==> config.mk <==
export PLATFORM = sky130hd
export DESIGN_NAME = shifter_nposiciones
export DESIGN_NICKNAME = d
export VERILOG_FILES = /design/src/rtl/shifter_pkg.sv /design/src/rtl/shift_step.sv /design/src/rtl/shifter_nposiciones.sv
export SDC_FILE = /design/constraint.sdc
export NUM_CORES = 1
export LEC_CHECK = 0
export CAP_MARGIN = 20
export CORE_UTILIZATION = 42
export DETAILED_ROUTE_END_ITERATION = 10
export PLACE_DENSITY = 0.74
export SLEW_MARGIN = 20
export SYNTH_ARGS = -nofsm -noshare
export SYNTH_HDL_FRONTEND = slang
export SYNTH_SLANG_ARGS = --single-unit
==> constraint.sdc <==
create_clock -name clk -period 2.3 [get_ports clk]
set_clock_uncertainty 0.1 [all_clocks]
set_input_delay 0.23 -clock clk [delete_from_list [all_inputs] [get_ports clk]]
set_output_delay 0.23 -clock clk [all_outputs]
set_load 0.02 [all_outputs]
==> src/rtl/shifter_pkg.sv <==
`default_nettype none
// ============================================================================
// Module   : shifter_pkg
// Purpose  : Shared types and constants for the iterative shifter.
// Revision : 1.0
// ============================================================================
package shifter_pkg;

  typedef enum logic [1:0] {
    SH_LOGIC = 2'b00,
    SH_ARITH = 2'b01,
    SH_ROT   = 2'b10
  } shift_mode_t;

  typedef enum logic [1:0] {
    IDLE  = 2'd0,
    SHIFT = 2'd1,
    DONE  = 2'd2
  } shifter_state_t;

  localparam logic DIR_LEFT  = 1'b1;
  localparam logic DIR_RIGHT = 1'b0;

endpackage
`default_nettype wire

==> src/rtl/shift_step.sv <==
`default_nettype none
// ============================================================================
// Module   : shift_step
// Purpose  : One-position combinational shift/rotate stage.
// Revision : 1.0
// ============================================================================
module shift_step
  import shifter_pkg::*;
#(
  parameter int N = 8
) (
  input  logic [N-1:0] data,
  input  logic         dir,
  input  logic [1:0]   mode,
  output logic [N-1:0] data_out,
  output logic         bit_out
);

  logic w_rot;
  logic w_arith;
  logic w_msb_fill;
  logic w_lsb_fill;

  // Reserved mode 2'b11 decodes as neither rotate nor arithmetic, i.e. logical.
  assign w_rot      = (mode == SH_ROT);
  assign w_arith    = (mode == SH_ARITH);
  assign w_msb_fill = w_rot ? data[0] : (w_arith ? data[N-1] : 1'b0);
  assign w_lsb_fill = w_rot ? data[N-1] : 1'b0;

  always_comb begin
    data_out = '0;
    bit_out  = 1'b0;
    if (dir == DIR_LEFT) begin
      data_out = {data[N-2:0], w_lsb_fill};
      bit_out  = data[N-1];
    end else begin
      data_out = {w_msb_fill, data[N-1:1]};
      bit_out  = data[0];
    end
  end

endmodule
`default_nettype wire

==> src/rtl/shifter_nposiciones.sv <==
`default_nettype none
// ============================================================================
// Module   : shifter_nposiciones
// Purpose  : Iterative N-bit shifter/rotator, one position per clock.
// Revision : 1.0
// ============================================================================
module shifter_nposiciones
  import shifter_pkg::*;
#(
  parameter  int N  = 8,
  localparam int AW = $clog2(N)
) (
  input  logic          clk,
  input  logic          rst_n,
  input  logic          start,
  input  logic [N-1:0]  a_in,
  input  logic [AW-1:0] amt,
  input  logic          dir,
  input  logic [1:0]    mode,
  output logic          ready,
  output logic          busy,
  output logic          done,
  output logic [N-1:0]  a_out,
  output logic          carry,
  output logic          zero
);

  localparam logic [AW:0] c_amt_max = (AW+1)'(N-1);

  shifter_state_t r_state;
  logic [N-1:0]   r_data;
  logic [AW-1:0]  r_count;
  logic           r_carry;
  logic           r_dir;
  logic [1:0]     r_mode;

  logic [N-1:0]   w_step_data;
  logic           w_step_bit;
  logic [AW-1:0]  w_amt_sat;

  // Only reachable when N is not a power of two.
  assign w_amt_sat = ({1'b0, amt} > c_amt_max) ? c_amt_max[AW-1:0] : amt;

  shift_step #(.N(N)) u_step (
    .data     (r_data),
    .dir      (r_dir),
    .mode     (r_mode),
    .data_out (w_step_data),
    .bit_out  (w_step_bit)
  );

  always_ff @(posedge clk or negedge rst_n) begin
    if (!rst_n) begin
      r_state <= IDLE;
      r_data  <= '0;
      r_count <= '0;
      r_carry <= 1'b0;
      r_dir   <= DIR_RIGHT;
      r_mode  <= 2'b00;
    end else begin
      case (r_state)
        IDLE: begin
          if (start) begin
            r_data  <= a_in;
            r_count <= w_amt_sat;
            r_dir   <= dir;
            r_mode  <= mode;
            r_carry <= 1'b0;
            r_state <= SHIFT;
          end
        end
        SHIFT: begin
          if (r_count != '0) begin
            r_data  <= w_step_data;
            r_carry <= w_step_bit;
            r_count <= r_count - AW'(1);
          end else begin
            r_state <= DONE;
          end
        end
        DONE:    r_state <= IDLE;
        default: r_state <= IDLE;
      endcase
    end
  end

  assign ready = (r_state == IDLE);
  assign busy  = (r_state == SHIFT);
  assign done  = (r_state == DONE);
  assign a_out = r_data;
  assign carry = r_carry;
  assign zero  = (r_data == '0);

endmodule
`default_nettype wire

==> results of run 1 <==
## power by group
part | total (mW) | internal (mW) | switching, mW
sequential | 0.613 | 0.445 | 0.168
clock | 0.158 | 0.0672 | 0.0906
combinational | 1.07 | 0.508 | 0.557
total | 1.84 | 1.02 | 0.815
## path summary, 6_finish.rpt
check	start	endpoint	slack (ns)	depth (start not counted)
worst max-delay path	a_out[7]	zero	0.27	3
worst min-delay path	rst_n	r_mode[0]	0.30	1
worst max register to register	r_count[0]	r_count[0]	0.45	5
worst min register to register	carry	carry	0.40	2
max in group asynchronous	rst_n	a_out[6]	1.30	1
min in group clk	carry	carry	0.40	2
## cell usage after synthesis
library cell and number:
a211oi_1 1, a21oi_1 8, a221oi_1 1, a22oi_1 1
a311o_1 2, and3_1 1, buf_2 5, dfrtp_1 17
ha_1 2, inv_1 5, mux2_2 3, mux2i_1 6
nand2_1 10, nand2b_1 1, nand3_1 1, nor2_1 11
nor2b_1 4, nor3b_1 1, nor4b_1 1, o211ai_1 1
o21ai_0 9, o21ai_1 1, o21bai_1 1, o31ai_2 1
o41ai_2 1, or3_1 1, or4_1 2
## metal layers
layer	GRT usage, %	part of all wire, %	up-vias
li1	-	-	404
met1	24.0	49	379
met2	31.0	44	26
met3	4.67	6.8	2
met4	4.41	0.58	0
met5	0	0	-
## worst max-delay path, stage by stage (launching register included)
cell           delay [ns]
dfrtp_1              0.45
or4_1                0.53
nor2_1               0.10
dlygate4sd2_1        0.34
## sequential cells by signal, indices dropped and copies added, names as in the netlist
signal,cells
r_mode,2
carry,1
r_count,3
r_dir,1
a_out,8
r_state,2
## layout make-up
| type | instances | area share (%) |
|---|---|---|
| timing repair buffer | 31 | 24.1 |
| tap | 27 | 2.67 |
| inverter | 5 | 1.49 |
| clock buffer | 4 | 2.08 |
| multi-input combinational | 71 | 36.0 |
| sequential | 17 | 33.7 |
## cells by family after synthesis
logic type / Yosys count / synth area share (%)
and+or+nand+nor: 33 / 17.2
AOI/OAI and AO/OA: 27 / 19.2
DFF: 17 / 46.0
buffers and inverters: 10 / 4.74
muxes: 9 / 10.1
adders and majority gates: 2 / 2.71
## per-stage QoR
stage	hold WS [ns]	utilization, %	worst slack (ns)	std cells
3_3_place_gp	0.380	61.3	0.327	151
6_report	0.296	62.5	0.269	155
2_1_floorplan	-0.166	-	0.667	98
4_1_cts	0.312	62.5	0.258	155
5_1_grt	0.366	62.5	0.194	155
3_5_place_dp	0.377	61.3	0.323	151
==> results.md, run 1 <==
- Largest cells by area after synthesis: dfrtp_1, mux2i_1, o21ai_0, nor2_1, a21oi_1
- Area of the mapped netlist: between 900 and 1000 um2
- Drt first-iter violations: 13
- Fillers: 183
- Critical path capture point type: output port
- Storage cell area: around 430 um2
- Final hold vios: 0
- Root buf cell: clkbuf_4
- Count of cell types in the netlist: 27
- Final Cell Area: about 1300 um2
- Hold buffer count at CTS: 0
- Syn_nets: around 120
- Worst-Skew Late Latency: ~0.28 ns
- Initial Util: a little under half
- DR pass1 iterations: 4
- Area share of the largest cell type after synthesis: roughly 46%
- Largest net degree at the start of global routing: 21
- Final net count: roughly 150
- Sequential fraction of the synthesis area: 46.0%
- Clock sinks: 17
- Port buffer count: 29
- RSZ-0062 raised after global routing: false
- Share of cells above drive strength 1: between 7 and 8%
- Crit path kind: reg2out
- Power density of the placed cells: around 1500 nW/um2
- Worst EP required: roughly 2 ns
- Status: finished clean
- CP max FO: 6
- Post-route ant nets: 0
- Die X: 48.9 um
- Tcrit/Tclk final: 88.3%
- Worst-path clk slew: about 0.10 ns
- Clock buffer depth: 2
- Worst slew pin tran: about 0.79 ns
- First-pass GRT wire length: 3430 um
- Gate Count Post-Synth: 98
- Tmin final: about 2.0 ns
- Boundary Pins: 30
- Core area: a little over 2000 um2
- HPWL Detailed: around 1400 um
- Placer Congestion: between 0.7 and 0.8
- Die H: just under 50 um
- Pleak: 0.542 nW
- Vias per cell: roughly 5.2
- Site Rows: 16
- Total power: between 1.5 and 2 mW
- Vias in the first global route: roughly 770
- Final Max Slew Viols: 0
- Crit path DAT: between 1.5 and 2 ns
- Post-Syn Area per Cell: between 9 and 10 um2
- Avg WL per Cell: about 13 um
- Slew HR: 46.9%
- Drt drc: 0
- Initial antenna violation count: 0
- Number of gates resized after cts: 1
- H-tree lvl count: 1
- Vias: 811
- GRT overflow: 0
- FF+latch count, synth: 17
- # diodes: 0
- Fmax: slightly below 500 MHz
- Post-CTS Repair Setup Buffers: 0
- TritonCTS clock tree: yes
- Crit path launch type: flop
- Most frequent cells in the layout: clkdlybuf4s50_1, dfrtp_1, nor2_1, nand2_1, o21ai_0
- Maximum Capacitance Violations: 0
- Setup TNS: 0 ns
- Layout area overhead: 36.7%
- Dpl cell area: between 1000 and 1500 um2
- Die Footprint: ~2400 um2
- Hold WC Path Type: in2async
- GRT Util Overall: a little under a fifth
- Dominant cell type by area after synthesis: dfrtp_1
- Number of buffers created by CTS: 3
- Synth warn: 0
- Commonest non-fill, non-tap cell in the layout: clkdlybuf4s50_1
- Final setup fails: 0
- Final wirelength: between 2000 and 2500 um
- VDD IR max: approximately 0.77 mV
- Multi-input gate area: 455 um2
Power figures use the tool's default switching activity.
==> run 2, diff against run 1 <==
- CORE_UTILIZATION: 42 -> 44
- PLACE_DENSITY: 0.74 -> 0.77
==> results.md, run 2 (same netlist as run 1, synthesis figures left out) <==
- Status: finished clean
- Vias per cell: 5.29 (+1.1%)
- Die H: 47.8 um (-2.2%)
- Avg WL per Cell: 14.1 um (+6.2%)
- Fmax: 493 MHz (about the same)
- Power density of the placed cells: 1460 nW/um2 (+0.80%)
- Final setup fails: 0 (unchanged)
- Worst-path clk slew: 0.11 ns (about the same)
- Final hold vios: 0 (unchanged)
- Switching share of power: 44.9% (+0.44 points)
- NetSw: 0.835 mW (+2.4%)
- Comb pwr share: 58.0% (about the same)
- Boundary Pins: 30 (unchanged)
- TritonCTS clock tree: yes
- Clock sinks: 17 (unchanged)
- DR pass1 iterations: 4 (unchanged)
- Power share of the clock group: 9.0% (+0.4 points)
- Final Max Slew Viols: 0 (unchanged)
- CP max stage cell: or4_1
- Layout area overhead: 37.5%
- Root buf cell: clkbuf_4
- Total power: 1.86 mW (+1.4%)
- Clock buffer depth: 2 (unchanged)
- GRT Util Overall: 22.0% (+3.5 points)
- HPWL Detailed: 1600 um (+13%)
- Most frequent cells in the layout: clkdlybuf4s50_1, dfrtp_1, nor2_1, nand2_1, o21ai_0
- Tcrit/Tclk final: 88.2% (about the same)
- Worst-Skew Late Latency: 0.29 ns (about the same)
- Worst EP required: 1.97 ns (about the same)
- Initial antenna violation count: 0 (unchanged)
- FF-to-FF path depth: 5 (unchanged)
- Drt drc: 0 (unchanged)
- VDD IR max: 0.800 mV (+3.5%)
- CP max FO: 6 (unchanged)
- Commonest non-fill, non-tap cell in the layout: clkdlybuf4s50_1
- P_int: 1.03 mW (+0.60%)
- H-tree lvl count: 1 (unchanged)
- Placer Congestion: 0.802 (+9.8%)
- Crit path DAT: 1.70 ns (about the same)
- Die X: 47.8 um (-2.2%)
- Die Footprint: 2290 um2 (-4.4%)
- Drt first-iter violations: 11 (-2)
- Dpl cell area: 1250 um2 (+0.61%)
- Largest register FFs: 8 (unchanged)
- Post-route ant nets: 0 (unchanged)
- Slew HR: 48.2% (+1.3 points)
- Pleak: 0.548 nW (+0.98%)
- Port buffer count: 29 (unchanged)
- Flop pwr share: 33.0% (-0.4 points)
- Final wirelength: 2190 um (+6.9%)
- Number of buffers created by CTS: 3 (unchanged)
- Vias in the first global route: 774 (+1.0%)
- CP Cell Sequence: or4_1 -> nor2_1 -> dlygate4sd2_1
- First-pass GRT wire length: 3450 um (+0.61%)
- Critical path capture point type: output port
- RSZ-0062 raised after global routing: false
- Vias: 825 (+1.7%)
- GRT overflow: 0 (unchanged)
- Final Cell Area: 1270 um2 (+0.59%)
- Maximum Capacitance Violations: 0 (unchanged)
- Critical Path Max Stage Delay: 0.54 ns (about the same)
- Site Rows: 16 (unchanged)
- Crit path kind: reg2out
- FF-to-FF setup slack: 0.44 ns (about the same)
- Crit path launch type: flop
- Initial Util: 47.1% (+1.4 points)
- Tmin final: 2.03 ns (-0.00151 ns)
- Worst slew pin tran: 0.774 ns (-0.0191 ns)
- Hold WC Path Type: in2async
- Largest net degree at the start of global routing: 21 (unchanged)
- Core area: 1960 um2 (-3.0%)
- Share of cells above drive strength 1: 8.53% (+0.71 points)
- Fillers: 176 (-3.8%)
- Final net count: 149 (+0.68%)
- RR Endpoint: r_count[0]
- # diodes: 0 (unchanged)
- Setup TNS: 0 ns (unchanged)
- Worst flop-to-flop path startpoint: r_count[0]
-- run 2: worst max path at each step --
stage / from / end / slack [ns] / cells past startpoint
after floorplan: a_out[3] / zero / 0.67 / 2
after global placement: a_out[7] / zero / 0.33 / 3
after detailed placement: a_out[7] / zero / 0.32 / 3
after CTS: a_out[7] / zero / 0.26 / 3
after global routing: r_state[1] / busy / 0.18 / 3
final: a_out[7] / zero / 0.27 / 3
-- run 2: worst max-delay path: cells and delay by family, from the launching register on --
kind	cells	cell delay, ns
AND/OR/NAND/NOR	2	0.64
buffers and inverters	1	0.33
flip-flops	1	0.44
-- run 2: per-stage QoR --
step | hold WS [ns] | setup slack [ns] | util, % | instances
floorplan | -0.166 | 0.667 | - | 98
global placement | 0.388 | 0.335 | 63.5 | 152
detailed placement | 0.388 | 0.318 | 63.5 | 152
CTS | 0.302 | 0.261 | 64.8 | 156
global route | 0.344 | 0.182 | 64.8 | 156
finish | 0.278 | 0.271 | 64.8 | 156
-- run 2: timing repair --
item / CTS / global route
gates resized for setup: 1 / 0
hold buffers: 0 / 0
endpoints found under the setup margin: 1 / 0
setup buffers: 0 / 0
-- run 2: layout make-up --
class	instances	area (um2)	area share, %
clock buffer	4	26.3	2.07
inverter	5	18.8	1.48
multi-input combinational	71	455	35.8
sequential	17	425	33.5
tap	27	33.8	2.66
timing repair buffer	32	312	24.5
-- run 2: routing by layer --
| metal | GRT usage (%) | vias to the layer above | share of wire, % |
|---|---|---|---|
| met1 | 29.1 | 398 | 44 |
| met5 | 0 | - | 0 |
| li1 | - | 409 | - |
| met4 | 10.0 | 0 | 1.2 |
| met3 | 1.89 | 2 | 3.6 |
| met2 | 36.5 | 16 | 51 |
-- run 2: power by group through the flow --
stage,registers (mW),logic [mW],clock network (mW)
2_1_floorplan,0.638,0.684,0
3_3_place_gp,0.610,1.05,0
3_5_place_dp,0.620,1.09,0
4_1_cts,0.614,1.09,0.171
5_1_grt,0.637,1.20,0.180
6_report,0.615,1.08,0.168
